===== src/rtl/cache_op_engine.sv =====
// MIPS CACHE maintenance engine for one 2-way set-associative cache.
// It sequences tag read/check, optional dirty-line writeback, and tag write, then pulses done.
module cache_op_engine #(
    parameter int INDEX_W   = 8,
    parameter int TAG_W     = 20,
    parameter int LINE_W    = 128,
    parameter int HAS_DIRTY = 1
) (
    input  logic               clk,
    input  logic               reset,
    input  logic               req_valid,
    output logic               req_ready,
    input  logic [2:0]         req_op,
    input  logic [INDEX_W-1:0] req_index,
    input  logic               req_way,
    input  logic [TAG_W-1:0]   req_tag,
    input  logic               req_valid_bit,
    input  logic               req_dirty_bit,
    output logic               busy,
    output logic               done,
    output logic               tag_rd_en,
    output logic [INDEX_W-1:0] tag_addr,
    input  logic [TAG_W+1:0]   tag_rdata0,
    input  logic [TAG_W+1:0]   tag_rdata1,
    output logic [1:0]         tag_we,
    output logic [TAG_W+1:0]   tag_wdata,
    output logic               data_rd_en,
    output logic               data_rd_way,
    output logic [INDEX_W-1:0] data_rd_index,
    input  logic [LINE_W-1:0]  data_rdata,
    output logic               wb_valid,
    input  logic               wb_ready,
    output logic [31:0]        wb_addr,
    output logic [LINE_W-1:0]  wb_data
);

    localparam logic [2:0] OP_IDX_INV   = 3'd0;
    localparam logic [2:0] OP_IDX_STORE = 3'd1;
    localparam logic [2:0] OP_IDX_WBINV = 3'd2;
    localparam logic [2:0] OP_HIT_INV   = 3'd3;
    localparam logic [2:0] OP_HIT_WBINV = 3'd4;
    localparam logic       DIRTY_EN     = (HAS_DIRTY != 0);

    typedef enum logic [2:0] {
        IDLE, TAG_RD, TAG_CHK, DATA_RD, DATA_LAT, WB_SEND, TAG_WR, DONE
    } state_t;

    state_t             state;
    logic [2:0]         op_q;
    logic [INDEX_W-1:0] index_q;
    logic               way_q;
    logic [TAG_W-1:0]   tag_q;
    logic               vic_way;
    logic [TAG_W-1:0]   vic_tag;

    logic               hit0, hit1, hit_op, wb_op;
    logic               chk_go, chk_way, chk_dirty;
    logic [TAG_W+1:0]   chk_entry;

    function automatic logic [1:0] way_sel(input logic w);
        return w ? 2'b10 : 2'b01;
    endfunction

    // Victim choice: Index ops take the requested way, Hit ops the matching way (way0 first).
    always_comb begin
        hit_op    = (op_q == OP_HIT_INV) || (op_q == OP_HIT_WBINV);
        wb_op     = (op_q == OP_IDX_WBINV) || (op_q == OP_HIT_WBINV);
        hit0      = tag_rdata0[TAG_W+1] && (tag_rdata0[TAG_W-1:0] == tag_q);
        hit1      = tag_rdata1[TAG_W+1] && (tag_rdata1[TAG_W-1:0] == tag_q);
        chk_go    = 1'b1;
        chk_way   = way_q;
        if (hit_op) begin
            chk_go  = hit0 || hit1;
            chk_way = !hit0;
        end
        chk_entry = chk_way ? tag_rdata1 : tag_rdata0;
        chk_dirty = DIRTY_EN && wb_op && chk_entry[TAG_W+1] && chk_entry[TAG_W];
    end

    always_ff @(posedge clk) begin
        if (reset) begin
            state      <= IDLE;
            done       <= 1'b0;
            tag_rd_en  <= 1'b0;
            tag_we     <= '0;
            tag_wdata  <= '0;
            data_rd_en <= 1'b0;
            wb_valid   <= 1'b0;
        end else begin
            done       <= 1'b0;
            tag_rd_en  <= 1'b0;
            tag_we     <= '0;
            data_rd_en <= 1'b0;
            case (state)
                IDLE: begin
                    if (req_valid) begin
                        op_q    <= req_op;
                        index_q <= req_index;
                        way_q   <= req_way;
                        tag_q   <= req_tag;
                        case (req_op)
                            OP_IDX_INV: begin
                                tag_we    <= way_sel(req_way);
                                tag_wdata <= '0;
                                state     <= TAG_WR;
                            end
                            OP_IDX_STORE: begin
                                tag_we    <= way_sel(req_way);
                                tag_wdata <= {req_valid_bit, req_dirty_bit & DIRTY_EN, req_tag};
                                state     <= TAG_WR;
                            end
                            OP_IDX_WBINV, OP_HIT_INV, OP_HIT_WBINV: begin
                                tag_rd_en <= 1'b1;
                                state     <= TAG_RD;
                            end
                            default: begin
                                done  <= 1'b1;
                                state <= DONE;
                            end
                        endcase
                    end
                end
                TAG_RD: state <= TAG_CHK;
                TAG_CHK: begin
                    if (!chk_go) begin
                        done  <= 1'b1;
                        state <= DONE;
                    end else begin
                        vic_way <= chk_way;
                        vic_tag <= chk_entry[TAG_W-1:0];
                        if (chk_dirty) begin
                            data_rd_en <= 1'b1;
                            state      <= DATA_RD;
                        end else begin
                            tag_we    <= way_sel(chk_way);
                            tag_wdata <= '0;
                            state     <= TAG_WR;
                        end
                    end
                end
                DATA_RD: state <= DATA_LAT;
                DATA_LAT: begin
                    wb_data  <= data_rdata;
                    wb_valid <= 1'b1;
                    state    <= WB_SEND;
                end
                WB_SEND: begin
                    if (wb_ready) begin
                        wb_valid  <= 1'b0;
                        tag_we    <= way_sel(vic_way);
                        tag_wdata <= '0;
                        state     <= TAG_WR;
                    end
                end
                TAG_WR: begin
                    done  <= 1'b1;
                    state <= DONE;
                end
                DONE: state <= IDLE;
                default: state <= IDLE;
            endcase
        end
    end

    assign req_ready     = (state == IDLE);
    assign busy          = (state != IDLE);
    assign tag_addr      = index_q;
    assign data_rd_index = index_q;
    assign data_rd_way   = vic_way;
    assign wb_addr       = 32'({vic_tag, index_q, 4'b0000});

endmodule


===== config.mk =====
export PLATFORM = sky130hd
export DESIGN_NAME = cache_op_engine
export DESIGN_NICKNAME = d
export VERILOG_FILES = /design/src/rtl/cache_op_engine.sv
export SDC_FILE = /design/constraint.sdc
export NUM_CORES = 1
export LEC_CHECK = 0
export ABC_AREA = 1
export BUFFER_PORTS_ARGS = -buffer_cell sky130_fd_sc_hd__buf_2
export CORE_AREA = 3 3 159 161
export CTS_CLUSTER_SIZE = 12
export DETAILED_ROUTE_END_ITERATION = 12
export DIE_AREA = 0 0 162 164
export GPL_TIMING_DRIVEN = 0
export PLACE_DENSITY = 0.66
export SYNTH_ARGS = -nofsm -noshare
export SYNTH_HDL_FRONTEND = slang
export SYNTH_SLANG_ARGS = --single-unit

===== constraint.sdc =====
create_clock -name clk -period 7.6 [get_ports clk]
set_input_delay 1.14 -clock clk [delete_from_list [all_inputs] [get_ports clk]]
set_output_delay 1.14 -clock clk [all_outputs]
set_load 0.005 [all_outputs]

== Yosys cells after proc, flatten, opt, wreduce, memory -nomap -nowiden ==
Cells that the tools add are included.
Word-level totals
  register bits: 212
  input bits: 210
  output and inout port bits: 207
  word-level logic and storage cells: 96
Cells by class
  equality and inequality tests: 21
  mux-type cells: 32
  bitwise gates (word level): 5
  reduce and logical (&&, ||, !) cells: 24
Operator list (count)
  $mux W22: 5
  $pmux W22 S3: 1
  $pmux W22 S2: 1
  $eq A20 B20 Y1: 2
  $pmux W3 S8: 1
  $eq A3 B2 Y1 const B: 6
  $eq A3 B3 Y1 const B: 6
  $mux W2: 8
  $mux W3: 4
  $reduce_or A3 Y1: 3
  $mux W1: 8
  $ne A2 B2 Y1 const B: 4
  $eq A3 B1 Y1 const B: 2
  $logic_not A3 Y1: 2
  $pmux W2 S3: 1
  $pmux W3 S2: 1
  $reduce_and A2 Y1: 3
  $reduce_and A3 Y1: 2
  $reduce_and A6 Y1: 1
  $reduce_bool A3 Y1: 2
  $not A1 Y1: 5
  $reduce_or A5 Y1: 1
  $logic_and A1 B1 Y1: 4
  $logic_or A1 B1 Y1: 3
  6 further kinds: 6

== Depth between registers and ports, before layout ==
  depth after elaboration: 10
  mapped depth: 16
  mapped depth without buffers: 15

== Least setup slack after synthesis ==
Ideal clock, no wire load.
  path type: input-to-reg
  from: input reset
  to: register wb_data[0] (enable)
  library setup time: 0.618 ns
  arrival time: 6.685 ns
  required time: 6.982 ns
  path slack: 0.297 ns
  cell stages on the path: 2
  path buffers: 1
  cells stage by stage: clkbuf_1 > nor2_1
On the way
  longest elaborated chain between the ends: 2
RTL lines
  from (decl): line 10  | input logic reset,
  $not A1 Y1 (no line)
  $reduce_and A2 Y1 (no line)
  to (signal assigned): line 143  | wb_data <= data_rdata;
  to (decl): line 34  | output logic [LINE_W-1:0] wb_data
Every way passes these cells.
A chain may end at the register's enable or synchronous reset.

== Worst setup path in the final report ==
  from: register state[0]
  to: output req_ready
On the way
  longest elaborated chain between the ends: 1
RTL lines
  from (decl): line 48  | state_t state;
  from (signal assigned): line 82  | state <= IDLE;
  from (signal assigned): line 105  | state <= TAG_WR;
  from (signal assigned): line 110  | state <= TAG_WR;
  $logic_not A3 Y1: line 165  | assign req_ready = (state == IDLE);
  to (decl): line 12  | output logic req_ready,
Every way passes these cells.

==> results.yml <==
clocking:
  ctsResizeCount: 0
  clkSlewWorstSetupHoldPaths_ns: 0.06
  cts_setup_buffers: 0
  clockBufferDepth: 3
  ctsHtreeMaxLevel: 1
  holdBufCountCts: 0
  cts_tree: "yes"
  cts-root-buf: "clkbuf_16"
  cts_buffers: 24
  clkLatencyLatePin_ns: 0.51
  cts.sinks: 212
logic_synthesis:
  synth_cells: 691
  synth_edf_count: 181
  avgSynthCellArea_um2: 11.9
  async_flop_share: 0
  yosys_warnings: 0
  ys_types: 32
  syn_area_um2: 8240
  synth_ff_type: "edfxtp_1"
  yosys_register_bits: 212
  synth_seq_area_share: 0.735
floorplanning:
  io_pins: 417
  die_area_um2: 26600
  die_h_um: 164
  initial_core_util: 0.342
  coreArea_um2: 24100
  rows: 57
  fp.dieW_um: 162
global_route:
  grt_max_degree: 37
  grt_antenna_before_repair: 12
  grt_pass1_wl_mm: 37.6
  overflow: 0
  grt_pass1_vias: 6228
  track_usage: 0.189
setup_path:
  setup.worst_path.class: "flop to primary output"
  cpMostUsedCell: "inv_1"
  cp_max_fo: 5
  crit_chain: "inv_1, ha_1, nand2_2, inv_1, buf_2"
  arrival_ns: 1.56
  critPathRequiredTime_ns: 6.46
  cpMaxStageDelayCell: "dfxtp_1"
  reg2reg_depth: 8
  worstSetupEndpointType: "primary output"
  r2r_start: "tag_q[2]$_DFFE_PP_"
  ff2ff_setup_slack_ns: 5.22
  max_stage_delay_ns: 0.39
  start_kind: "flop"
  worstReg2RegEnd: "vic_tag[7]$_DFFE_PP_"
worst_hold_path:
  min_path_type: "flop to flop"
  min-delay-start: "wb_valid$_SDFFE_PP0P_"
  hold_end: "wb_valid$_SDFFE_PP0P_"
  whs_path_depth: 2
timing:
  relSlewSlack: 0.427
  fmax_mhz: 371
  worst_slew_pin_slew_ns: 0.857
  hold_viol_final: 0
  finalSetupViolations: 0
  drv_slew: 0
  skew_ns: 0.0153
  finalCritPeriodShare: 0.355
  finalCriticalPeriod_ns: 2.70
  rsz0062_at_grt: "no"
place:
  dp.cells: 1434
  dp_hpwl_mm: 21.3
  portBuffers: 411
  gp_congestion: 0.838
  placed_cell_area_um2: 10800
final_layout:
  final_nets: 1350
  syn2layout_area_growth_pct: 40.9
  stdcell_count: 1479
  regArea_um2: 6060
  filler_cell_count: 2287
  stdcell_area_um2: 11600
  multi_input_area_um2: 1620
  drive_above_1_share: 0.426
run:
  max_cap_viol_count: 0
power:
  max-vdd-ir-drop_mv: 0.185
  p_leak_nw: 5.39
  p_total_mw: 3.67
  powerDensity_nw_per_um2: 316
drt:
  drc: 0
  dr.pass1.iters: 6
  ant_nets: 0
  viasPerCell: 4.36
  num_vias: 6451
  wl_per_cell_um: 18.0
  wl_mm: 26.6
  drt_iter0_drc: 399
run_status:
  status: "completed"
-- layout make-up --
type                            count  share of cell area
Sequential cell                   212               0.522
Inverter                          100              0.0323
Buffer                             32              0.0185
Clock inverter                      9              0.0107
Multi-Input combinational cell    350               0.140
Tap cell                          324              0.0349
Clock buffer                       32              0.0561
Timing Repair Buffer              416               0.185
Antenna cell                        4            0.000862
-- routing by layer --
layer / share of wire / wire (um) / global-route usage
met1: 0.36 / 9680 / 0.212
met2: 0.50 / 13300 / 0.330
met3: 0.10 / 2690 / 0.0741
met4: 0.030 / 792 / 0.0609
met5: 0.0035 / 94 / 0
-- cells in the final DEF (no fill, tap or decap), types with 8 or more instances in the layout --
cell type,count
xnor2_1,9
nand3_1,11
inv_1,98
clkbuf_1,15
nor2_1,75
buf_4,21
buf_2,412
nand4_1,14
clkbuf_16,25
o21ai_0,30
edfxtp_1,181
nand2_1,166
dfxtp_1,31
a21oi_1,8
-- worst max path at each step --
| stage | from | endpoint | slack (ns) | cells after the start |
|---|---|---|---|---|
| floorplan | reset | wb_data[0]$_DFFE_PP_ | 0.30 | 2 |
| global placement | reset | wb_data[90]$_DFFE_PP_ | -1.98 | 2 |
| detailed placement | tag_rdata1[2] | vic_tag[0]$_DFFE_PP_ | 4.36 | 9 |
| CTS | state[0]$_SDFFE_PP0P_ | req_ready | 4.88 | 5 |
| global route | tag_rdata0[12] | vic_tag[7]$_DFFE_PP_ | 4.74 | 14 |
| finish | state[0]$_SDFFE_PP0P_ | req_ready | 4.90 | 5 |
-- critical path: cells and delay by family (launching register included) --
kind | cells | cell delay (ns)
adders and majority gates | 1 | 0.24
buffers and inverters | 3 | 0.28
DFF | 1 | 0.39
and+or+nand+nor | 1 | 0.15
-- cells in the mapped netlist (all sizes together), types with 2 or more instances --
master,n,area share
nand3,13,0.010
or2,5,0.0038
nand4,15,0.013
xnor2,9,0.0096
clkbuf,8,0.0036
inv,99,0.045
buf,24,0.022
edfxtp,181,0.66
dfxtp,31,0.075
ha,4,0.0061
nand2,171,0.081
o211ai,2,0.0018
a21oi,9,0.0068
o21ai,33,0.020
nor2,78,0.036
nor3,3,0.0018
-- through the flow --
step	utilization	setup WS [ns]	TNS [ns]	hold WS [ns]
after floorplan	-	0.297	0	0.474
after global placement	0.444	-1.98	-252.02	0.472
after detailed placement	0.449	4.36	0	0.477
after CTS	0.481	4.88	0	0.487
after global routing	0.482	4.74	0	0.542
final	0.482	4.90	0	0.484
-- flip-flops by register name (all words and copies together), names as in the netlist, 2 cells and up --
name / flops
wb_data: 128
tag_wdata: 22
tag_q: 20
vic_tag: 20
data_rd_index: 8
op_q: 3
state: 3
tag_we: 2
-- cell families (layout without fill, tap and decap cells) --
group | after synthesis | in the layout | share of synthesized area
DFF | 212 | 212 | 0.735
adders and majority gates | 4 | 4 | 0.00607
xor gates and xnor gates | 10 | 10 | 0.0106
buffers and inverters | 132 | 589 | 0.0717
and+or+nand+nor | 286 | 286 | 0.146
other | 1 | 8 | 0.000455
AOI/OAI and AO/OA | 46 | 46 | 0.0304
-- power breakdown --
group,switching (mW),internal (mW)
registers,0.0733,1.49
clock network,0.450,0.701
logic,0.575,0.379
total,1.10,2.57
(Power assumes the default switching activity.)
